`src/rtl/fifo_reader_if.sv`:
```
// Bus bundle between the FIFO consumer (fifo_reader) and its neighbours:
// the FIFO read side (pop / empty_f / almost_empty / data_out) and the
// downstream valid/ready word channel (rd_data / rd_valid / rd_ready).
// master = the reader, slave = FIFO plus downstream stage.
interface fifo_reader_if #(
  parameter int LINE_SIZE = 12
);
  logic                 empty_f;
  logic                 almost_empty;
  logic [LINE_SIZE-1:0] data_out;
  logic                 pop;
  logic [LINE_SIZE-1:0] rd_data;
  logic                 rd_valid;
  logic                 rd_ready;

  modport master (
    input  empty_f, almost_empty, data_out, rd_ready,
    output pop, rd_data, rd_valid
  );

  modport slave (
    output empty_f, almost_empty, data_out, rd_ready,
    input  pop, rd_data, rd_valid
  );
endinterface

```
`src/rtl/fifo_reader.sv`:
```
// fifo_reader: consumer end of the transaction-layer FIFO.
// Pops the FIFO while enabled, absorbs its one-cycle read latency and feeds
// a 2-entry skid buffer whose registered head drives the downstream
// valid/ready channel.
// Optional feature macro: FIFO_READER_CNT_EN enables the delivered-word
// counter on rd_count; without it rd_count is tied to zero.
module fifo_reader #(
  parameter int LINE_SIZE = 12,
  parameter int CNT_SIZE  = 8
) (
  input  logic                clk,
  input  logic                reset,      // asynchronous, active low
  input  logic                enable,
  fifo_reader_if.master       bus,
  output logic                busy,
  output logic [CNT_SIZE-1:0] rd_count
);

  typedef enum logic [1:0] {
    IDLE  = 2'b00,
    RUN   = 2'b01,
    DRAIN = 2'b10
  } state_e;

  state_e               state_q, state_d;
  logic                 pop_q;
  logic                 pop_s;
  logic [1:0]           buf_cnt_q, buf_cnt_d;
  logic [LINE_SIZE-1:0] head_q, head_d;
  logic [LINE_SIZE-1:0] tail_q, tail_d;
  logic                 valid_q;
  logic                 busy_q;
  logic                 rd_fire_s;
  logic                 room_ok_s;

  // A word leaves the buffer on a downstream handshake.
  assign rd_fire_s = valid_q & bus.rd_ready;

  // Occupancy after this cycle plus one more word must fit in two entries;
  // written without subtraction so it can never wrap.
  assign room_ok_s = ({1'b0, buf_cnt_q} + {2'b00, pop_q} + 3'd1)
                     <= ({2'b00, rd_fire_s} + 3'd2);

  // Pop decision: only in RUN, FIFO not empty, no back-to-back pop when the
  // flags may lag the last word, and never more than the skid can hold.
  always_comb begin
    pop_s = 1'b0;
    if (reset && (state_q == RUN) && !bus.empty_f &&
        (!pop_q || !bus.almost_empty) && room_ok_s) begin
      pop_s = 1'b1;
    end else begin
      pop_s = 1'b0;
    end
  end

  assign bus.pop = pop_s;

  // Skid buffer next state: pop_q writes the tail, a handshake pops the head.
  always_comb begin
    head_d    = head_q;
    tail_d    = tail_q;
    buf_cnt_d = buf_cnt_q;
    case ({pop_q, rd_fire_s})
      2'b10: begin
        if (buf_cnt_q == 2'd0) begin
          head_d    = bus.data_out;
          buf_cnt_d = 2'd1;
        end else if (buf_cnt_q == 2'd1) begin
          tail_d    = bus.data_out;
          buf_cnt_d = 2'd2;
        end else begin
          buf_cnt_d = buf_cnt_q;   // full: pop gating makes this unreachable
        end
      end
      2'b01: begin
        head_d    = tail_q;
        buf_cnt_d = buf_cnt_q - 2'd1;
      end
      2'b11: begin
        if (buf_cnt_q == 2'd1) begin
          head_d = bus.data_out;
        end else begin
          head_d = tail_q;
          tail_d = bus.data_out;
        end
      end
      default: begin
        buf_cnt_d = buf_cnt_q;
      end
    endcase
  end

  // FSM next state; DRAIN leaves as soon as the buffer will be empty and
  // nothing is in flight, so busy falls the cycle after the last handshake.
  always_comb begin
    state_d = state_q;
    case (state_q)
      IDLE: begin
        if (enable) state_d = RUN;
        else        state_d = IDLE;
      end
      RUN: begin
        if (!enable) state_d = DRAIN;
        else         state_d = RUN;
      end
      DRAIN: begin
        if (enable)                                  state_d = RUN;
        else if ((buf_cnt_d == 2'd0) && !pop_q)      state_d = IDLE;
        else                                         state_d = DRAIN;
      end
      default: begin
        state_d = IDLE;
      end
    endcase
  end

  // State, read-latency pipe, skid buffer and registered output flags.
  always_ff @(posedge clk or negedge reset) begin
    if (!reset) begin
      state_q   <= IDLE;
      pop_q     <= 1'b0;
      buf_cnt_q <= 2'd0;
      head_q    <= {LINE_SIZE{1'b0}};
      tail_q    <= {LINE_SIZE{1'b0}};
      valid_q   <= 1'b0;
      busy_q    <= 1'b0;
    end else begin
      state_q   <= state_d;
      pop_q     <= pop_s;
      buf_cnt_q <= buf_cnt_d;
      head_q    <= head_d;
      tail_q    <= tail_d;
      valid_q   <= (buf_cnt_d != 2'd0);
      busy_q    <= (state_d != IDLE);
    end
  end

  assign bus.rd_data  = head_q;
  assign bus.rd_valid = valid_q;
  assign busy         = busy_q;

`ifdef FIFO_READER_CNT_EN
  logic [CNT_SIZE-1:0] cnt_q;

  // Delivered-word counter, wraps naturally; only reset clears it.
  always_ff @(posedge clk or negedge reset) begin
    if (!reset) begin
      cnt_q <= {CNT_SIZE{1'b0}};
    end else if (rd_fire_s) begin
      cnt_q <= cnt_q + {{(CNT_SIZE-1){1'b0}}, 1'b1};
    end else begin
      cnt_q <= cnt_q;
    end
  end

  assign rd_count = cnt_q;
`else
  assign rd_count = {CNT_SIZE{1'b0}};
`endif

endmodule

```
`src/flat_wrapper.sv`:
```
// flat-port wrapper written by rule: the top's interface ports become plain ports
module fifo_reader_flat 
#(
  parameter int LINE_SIZE = 12,
  parameter int CNT_SIZE  = 8
)
  (clk, reset, enable, busy, rd_count, bus_empty_f, bus_almost_empty, bus_data_out, bus_rd_ready, bus_pop, bus_rd_data, bus_rd_valid);
  fifo_reader_if #(.LINE_SIZE(LINE_SIZE)) bus_i ();
  input  logic clk;
  input  logic reset;
  input  logic enable;
  output logic busy;
  output logic [CNT_SIZE-1:0] rd_count;
  input wire logic [$bits(bus_i.empty_f)-1:0] bus_empty_f;
  input wire logic [$bits(bus_i.almost_empty)-1:0] bus_almost_empty;
  input wire logic [$bits(bus_i.data_out)-1:0] bus_data_out;
  input wire logic [$bits(bus_i.rd_ready)-1:0] bus_rd_ready;
  output wire logic [$bits(bus_i.pop)-1:0] bus_pop;
  output wire logic [$bits(bus_i.rd_data)-1:0] bus_rd_data;
  output wire logic [$bits(bus_i.rd_valid)-1:0] bus_rd_valid;
  assign bus_i.empty_f = bus_empty_f;
  assign bus_i.almost_empty = bus_almost_empty;
  assign bus_i.data_out = bus_data_out;
  assign bus_i.rd_ready = bus_rd_ready;
  assign bus_pop = bus_i.pop;
  assign bus_rd_data = bus_i.rd_data;
  assign bus_rd_valid = bus_i.rd_valid;
  fifo_reader #(.LINE_SIZE(LINE_SIZE), .CNT_SIZE(CNT_SIZE)) u_core (.clk(clk), .reset(reset), .enable(enable), .bus(bus_i), .busy(busy), .rd_count(rd_count));
endmodule
```
`config.mk`:
```
export PLATFORM = sky130hd
export DESIGN_NAME = fifo_reader_flat
export DESIGN_NICKNAME = d
export VERILOG_FILES = /design/src/rtl/fifo_reader_if.sv /design/src/rtl/fifo_reader.sv /design/src/flat_wrapper.sv
export SDC_FILE = /design/constraint.sdc
export NUM_CORES = 1
export LEC_CHECK = 0
export CORE_UTILIZATION = 51
export DETAILED_ROUTE_END_ITERATION = 16
export MAX_ROUTING_LAYER = met4
export PLACE_DENSITY = 0.8
export SKIP_CTS_REPAIR_TIMING = 1
export SYNTH_ARGS = -nofsm -noshare
export SYNTH_HDL_FRONTEND = slang
export SYNTH_SLANG_ARGS = --single-unit
```
`constraint.sdc`:
```
create_clock -name clk -period 2.1 [get_ports clk]
set_input_delay 0.21 -clock clk [delete_from_list [all_inputs] [get_ports clk]]
set_output_delay 0.21 -clock clk [all_outputs]
set_load 0.02 [all_outputs]
```
==> results.toml <==
[run_status]
status = "finished, final reports clean"

[finish]
nets = 260
area_growth_pct = 22.99
n_antenna_cell = 0
fillerInstances = 306
drive_gt1_share_pct = 13.87
final_cell_mix = "31 x clkdlybuf4s50_1, 31 x dfrtp_1, 14 x a21oi_1, 14 x buf_4, 13 x o21ai_0"
design_area_um2 = 2430

[critical_path]
crit_fanout = 2
cp-start-kind = "flip-flop"
r2r-end = "u_core.bus.rd_data[10]"
reg2reg_slack_ns = 0.14
reg2reg_from = "u_core.buf_cnt_q[1]"
worstPathArrival_ns = 1.78
endpoint_kind = "primary output"
r2r_cells = 6
worstSetupPathType = "flip-flop to primary output"
required_ns = 1.89

[synth]
synth_edf_count = 0
synth-seq-area-share_pct = 39.27
syn_area_um2 = 1976
syn_area_per_cell_um2 = 9.732
ys_types = 45
synthFlopType = "dfrtp_1"
ys_warn_count = 0
synthArstFlopShare_pct = 100.0
synth_cells = 203
synth_seq_cells = 31

[clock_network]
cts_tree = "yes"
htree_levels = 2
cts_num_sinks = 31
clkTransAtPathRegs_ns = 0.06
clk_root_buffer_cell = "clkbuf_8"
clk_latency_ns = 0.29
ctsLongestPathBuffers = 2
cts_buffers = 5

[global_routing]
grt_max_degree = 32
track_usage_pct = 25.44
antenna_found_initial = 0
grt_pass1_vias = 1533
grt_pass1_wl_mm = 7.755
grt-ovfl-total = 0

[pwr]
p_seq_share_pct = 30.4
power_frac_clock_pct = 17.4
p_leak_nw = 1.031
power.switching_mw = 1.170
ir_drop_uv = 677.1
total_power_mw = 2.997
power_density_nw_per_um2 = 1234
switching_share_pct = 39.02
intPower_mw = 1.828
combPwrFrac_pct = 52.2

[worst_hold_path]
hp-class = "input pin to asynchronous set/reset pin"

[floorplan]
die-area_um2 = 4127
fp-row-count = 22
fp.dieW_um = 64.24
fp.dieH_um = 64.24
start_util_pct = 53.56
ios = 41
core_area_um2 = 3689

[placed_design]
gp_congestion = 0.8585
placement.cell_area_um2 = 2315
io_buffers = 32
hpwl_mm = 3.040

[timing]
clock.fmax_mhz = 501.7
hold_viol_final = 0
setup_viol = 0
period_share_pct = 94.91
min_period_ns = 1.993
finClkSkew_ns = 0.004103
slew_violations = 0
tightest_slew_ns = 0.6113
max_slew_margin_pct = 59.24

[route]
num_vias = 1710
dr.pass1.iters = 4
antenna_left = 0
drt-vias-per-instance = 5.979
drt_iter0_drc = 159
drc = 0
routed_wl_mm = 4.535
wl_per_cell_um = 15.86

[run]
max_cap_viol_count = 0
## cell families (layout without fill, tap and decap cells)
family	count (synthesis)	in the layout	share of synthesized area, %
muxes	3	3	1.647
adders and majority gates	5	5	3.167
AOI/OAI and AO/OA	79	79	30.21
DFF	31	31	39.27
buffers and inverters	34	62	10.07
and+or+nand+nor	49	49	15.01
xor gates and xnor gates	1	1	0.4434
other	1	8	0.1898
## area by class of cell
type,instances,area (µm²),share of cell area (%)
clock buffers,8,100.1,4.119
inverters,9,33.78,1.390
multi-input cells,145,1045,43.00
flip-flops and latches,31,775.7,31.93
well taps,48,60.06,2.472
repair buffers,45,415.4,17.10
## critical path: stages, from the launching register on
cell and delay, ns:
dfrtp_1 0.38, inv_2 0.08, ha_4 0.12, inv_1 0.03
ha_1 0.15, or3_1 0.38, nor3_2 0.18, buf_4 0.17
## worst max-delay path by stage
stage                                   start  endpoint  slack, ns  depth (start not counted)
after detailed placement  u_core.buf_cnt_q[0]   bus_pop      -0.09                          7
final                     u_core.buf_cnt_q[0]   bus_pop       0.11                          7
after floorplan                  u_core.pop_q   bus_pop       0.13                          6
after CTS                 u_core.buf_cnt_q[0]   bus_pop      -0.41                          7
after global placement    u_core.buf_cnt_q[0]   bus_pop      -0.07                          7
after global routing      u_core.buf_cnt_q[0]   bus_pop      -0.01                          7
## metrics by stage
step           setup WS (ns)  hold WS [ns]   TNS, ns  cells  utilization [%]
2_1_floorplan         0.1261      -0.08559         0    210                -
3_3_place_gp        -0.07025        0.4878  -0.07025    278            62.75
3_5_place_dp        -0.08880        0.4921  -0.08880    278            62.75
4_1_cts              -0.4124        0.4100   -0.4124    286            65.47
5_1_grt             -0.01134        0.4585  -0.01134    286            65.88
6_report              0.1069        0.3920         0    286            65.88
## power groups by stage
stage	Sequential, mW	Combinational (mW)	Clock, mW
2_1_floorplan	1.05	0.900	0
3_3_place_gp	0.903	1.51	0
3_5_place_dp	0.919	1.54	0
4_1_cts	0.912	1.55	0.532
5_1_grt	0.938	1.72	0.556
6_report	0.911	1.56	0.522
## routing by layer
metal	global-route usage [%]	vias up	part of all wire (%)
met2	36.71	52	47
met4	10.00	0	1.7
met1	34.23	827	46
met5	-	-	0
met3	6.071	7	5.2
li1	-	824	-
## cells in the mapped netlist (all sizes together) (5+ instances only)
library cell	n	area share [%]
a211oi	7	2.7
a21oi	15	4.0
inv	8	1.5
a311oi	5	2.2
ha	5	3.2
o32ai	6	2.7
nand2b	11	3.5
o21ai	14	3.7
a21o	12	4.6
nand4b	11	4.9
o221a	10	5.7
dfrtp	31	39
buf	22	7.8
nor2	12	2.3
## registers in the layout (all words and copies together) (netlist names)
| signal | flops |
|---|---|
| u_core.state_q | 2 |
| u_core.bus.rd_valid | 1 |
| u_core.bus.rd_data | 12 |
| u_core.pop_q | 1 |
| u_core.tail_q | 12 |
| u_core.busy | 1 |
| u_core.buf_cnt_q | 2 |
(Power assumes the default switching activity.)
==> RTL change 1: new RTL, config.mk and constraints unchanged <==
The 3 states of `state_e` get a one-hot encoding in 3 bits.
--- a/src/rtl/fifo_reader.sv
+++ b/src/rtl/fifo_reader.sv
@@ -18,6 +18,6 @@
 
-  typedef enum logic [1:0] {
-    IDLE  = 2'b00,
-    RUN   = 2'b01,
-    DRAIN = 2'b10
+  typedef enum logic [2:0] {
+    IDLE  = 3'b001,
+    RUN   = 3'b010,
+    DRAIN = 3'b100
   } state_e;
Check against the original RTL: same outputs for any inputs over 10 cycles, from zero or initial values and one cycle with reset low; not proved beyond that.
==> RTL change 1 against the unedited design <==
  * Sequential cell count rose by 1
  * Critical path depth increased by 1
  * Setup slack worse by 0.15 ns
  * Total power is 5.9% lower
  * Routed wire length is 21% lower
  * Hold slack lost 0.044 ns
  * Via count fell by 26%
  * Cell area fell by 11%
  * Synthesized area down 19%
  * The run now ends with negative setup slack left
  * Register-to-register slack improved by 0.12 ns
  * Critical path type unchanged
==> RTL change 1: results (changes against the unedited design) <==
outcome finished with violations; failing checks negative setup slack; Seq area share 37.2% (+5.2 points); 1st-pass router iterations 4 (unchanged); setup TNS -0.0468 ns (-0.0468 ns); placed wire-length estimate 2380 µm (-22%); mux contribution to synthesized area 10.8% (+9.1 points); #MultiIn Comb 95 (-34%); WL met3 198 µm (-15%); measured slew at the worst slew-check pin 0.529 ns (-0.0827 ns); adder-cell share of the synthesized area 3.90% (+0.73 points); Max Used Layer met4; metal1 wirelength 1550 µm (-26%); Signal buffers 44 (-2.2%); Nets 216 (-17%); Placer Congestion 0.851 (-0.90%); most frequent cells after synthesis dfrtp_1, a21oi_1, inv_1, nand2_1; root buffer selected by CTS clkbuf_4; clkbuf count 7 (-1); post-synthesis async set-or-reset flop share 100% (unchanged); clk_lat worst skew 0.35 ns (+0.06 ns); Tot GR Track Use 23.9% (-1.5 points); Max FO, Critical Path 2 (unchanged); non-clk buf share 19.5% (+2.4 points); Met2 Wirelength 1790 µm (-15%); invs w/o clock 15 (+6); Setup Viol. Count Final 1 (+1); Reg clk slew, reported paths 0.10 ns (+0.04 ns); LEAKAGE 1.02 nW (-1.1%); Final WS setup -0.0468 ns (-0.154 ns); WL/cell 15.3 µm (-3.8%); ClkCell Share 4.41% (+0.29 points); first-pass GRT wire length 5760 µm (-26%); fraction of area in multi-input gates 33.8% (-9.2 points); Crit-path slowest cell dfrtp_1; GR Util met2 39.1% (+2.4 points); # clock sinks 32 (+3.2%); Post-Synth XOR/XNOR Area 1.09% (+0.65 points); vias in the first global route 1,256 (-18%); VDD IR max 0.932 mV (+38%); met3 GRT Util 7.14% (+1.1 points); CP peak stage delay 0.41 ns (+0.03 ns); FILL cells 196 (-36%); compound-cell area share of the yosys netlist 17.2% (-13 points); share of layout cells above drive strength 1 24.2% (+10 points); iteration-0 DRC count of the detailed router 50 (-69%); CP arrival 1.94 ns (+0.16 ns); met1 Usage GRT 27.9% (-6.3 points); Netlist cell types 38 (-16%); initial antenna violation count 0 (unchanged); Synth area leaders dfrtp_1, mux2_4, a21oi_1, ha_1, o22ai_1; Worst path top cell family by delay simple AND/OR/NAND/NOR gates; register area share after synthesis 50.0% (+11 points); via/cell ratio 5.36 (-10%); worst-case clock skew 0.00924 ns (+0.00514 ns); largest net degree at the start of global routing 33 (+3.1%)
==> RTL change 1: cell types whose count changed in the layout (fill, tap and decap cells not counted), moves of 6 or more <==
cell and change:
a211oi_1 -7, a21o_1 -11, mux2_4 +10, nand2_1 +8
nand2b_1 -11, nand4b_1 -11, nor2_1 -7, o21ai_0 -8
o221a_1 -8, o22ai_1 +10, o32ai_1 -6
==> RTL change 1: final timing paths <==
kind / from / endpoint / slack (ns) / depth (start not counted)
min in group clk: bus_data_out[1] / u_core.bus.rd_data[1]$_DFFE_PN0P_ / 0.42 / 3
min: reset / u_core.buf_cnt_q[1]$_DFF_PN0_ / 0.35 / 2
max in group asynchronous: reset / u_core.state_q[0]$_DFF_PN1_ / 1.43 / 2
max reg2reg: u_core.buf_cnt_q[1]$_DFF_PN0_ / u_core.tail_q[10]$_DFFE_PN0P_ / 0.26 / 7
max: u_core.pop_q$_DFF_PN0_ / bus_pop / -0.05 / 8
min reg2reg: u_core.tail_q[11]$_DFFE_PN0P_ / u_core.tail_q[11]$_DFFE_PN0P_ / 0.52 / 1
==> RTL change 1: through the flow <==
step / utilization (%) / setup WS [ns] / instances / instance area [µm²]
6_report: 75.0 / -0.0468 / 236 / 2160
5_1_grt: 75.0 / -0.108 / 236 / 2160
4_1_cts: 73.1 / -0.454 / 234 / 2100
3_5_place_dp: 69.8 / -0.143 / 226 / 2010
3_3_place_gp: 69.8 / -0.0863 / 226 / 2010
2_1_floorplan: - / 0.202 / 155 / 1640
==> RTL change 1: power breakdown <==
part           leakage [nW]  switching, mW  total, mW  internal [mW]
combinational         0.566          0.643       1.28          0.641
clock                0.0515          0.219      0.535          0.316
sequential            0.402          0.163       1.00          0.839
total                  1.02           1.03       2.82           1.80
==> RTL change 2: new RTL, config.mk and constraints unchanged <==
Without the edit above. The option `FIFO_READER_CNT_EN` is turned on by a define.
--- a/src/rtl/fifo_reader.sv
+++ b/src/rtl/fifo_reader.sv
@@ -6,2 +6,4 @@
 // counter on rd_count; without it rd_count is tied to zero.
+`define FIFO_READER_CNT_EN
+
 module fifo_reader #(
Formal check against the unedited RTL: not equivalent (a bounded check fails within 10 cycles, from zero or initial values and one cycle with reset low).
==> RTL change 2 against the unedited design <==
  * Hold slack better by 0.037 ns
  * Total power up 6.2%
  * Cell area down 2.1%
  * Setup slack better by 0.027 ns
  * Routed wire length down 18%
  * Synthesized cell count down 21%
  * Maximum frequency up 1.4%
  * Synthesized area down 9.1%
  * Highest routed layer unchanged
  * Sequential cell count up 8
  * Largest power group unchanged
  * Sequential share of layout area up 9.1 points
==> RTL change 2: results (changes against the unedited design) <==
outcome completed; via/cell ratio 5.27 (-12%); GR Util met2 36.6% (-0.065 points); share of layout cells above drive strength 1 17.2% (+3.3 points); Placed Cells 252 (-9.4%); Via Count 1,376 (-20%); Post-Synth XOR/XNOR Area 3.90% (+3.5 points); Worst Setup SP u_core.buf_cnt_q[0]$_DFF_PN0_; adder-cell share of the synthesized area 4.18% (+1.0 points); clk_lat worst skew 0.34 ns (+0.05 ns); most frequent cells after synthesis dfrtp_1, nand2_1, inv_1, a21oi_1, o22ai_1; LEAKAGE 1.12 nW (+8.2%); largest net degree at the start of global routing 40 (+25%); Placer Congestion 0.809 (-5.8%); Tot GR Track Use 23.0% (-2.4 points); met3 GRT Util 3.99% (-2.1 points); iteration-0 DRC count of the detailed router 33 (-79%); WL/cell 14.2 µm (-10%); Reg clk slew, reported paths 0.10 ns (+0.04 ns); IO Port Bufs 40 (+25%); setup slack, reg-to-reg 0.25 ns (+0.11 ns); yosys warns 0 (unchanged); mux contribution to synthesized area 9.62% (+8.0 points); measured slew at the worst slew-check pin 0.474 ns (-0.138 ns); CP peak stage delay 0.36 ns (-0.02 ns); metal1 wirelength 1650 µm (-22%); Synth area leaders dfrtp_1, mux2_4, ha_1, a21oi_1, o22ai_1; register area share after synthesis 54.4% (+15 points); pre-CTS WS -0.0102 ns (+0.0786 ns); Nets 238 (-8.5%); met1 Usage GRT 28.2% (-6.1 points); Met2 Wirelength 1840 µm (-13%); VDD IR max 0.699 mV (+3.2%); area post-placement 2310 µm² (about the same); Worst R2R End u_core.busy$_DFF_PN0_; R2R cell count 7 (+1); Worst path top cell family by delay adder cells; worst-case clock skew 0.00697 ns (+0.00286 ns); first-pass GRT wire length 5980 µm (-23%); Hold WS 0.429 ns (+0.0369 ns); Netlist cell types 32 (-29%)
[RTL change 2: worst register-to-register path, stage by stage, from the launching register on]
cell and delay, ns:
dfrtp_1 0.40, buf_4 0.15, inv_1 0.06, ha_1 0.31, and4_1 0.21, o21ai_0 0.36
a21oi_1 0.14, o21ai_0 0.16
[RTL change 2: area by class of cell]
class	instances	area [µm²]
Tap cell	46	57.6
Clock buffer	7	45.0
Sequential cell	39	976
Fill cell	268	985
Timing Repair Buffer	52	498
Inverter	17	68.8
Multi-Input combinational cell	99	728
Clock inverter	1	5.00
[RTL change 2: worst max path at each step]
stage                     slack (ns)  cells after the start       to
after detailed placement       -0.01                      7  bus_pop
final                           0.13                      6  bus_pop
after CTS                      -0.33                      8  bus_pop
after floorplan                 0.44                      7  bus_pop
after global routing          -0.003                      8  bus_pop
after global placement          0.02                      7  bus_pop
[RTL change 2: where the power goes]
group          leakage (nW)  switching, mW  internal [mW]
Combinational         0.609          0.728          0.802
Clock                0.0293          0.228          0.131
Sequential            0.477          0.229           1.07
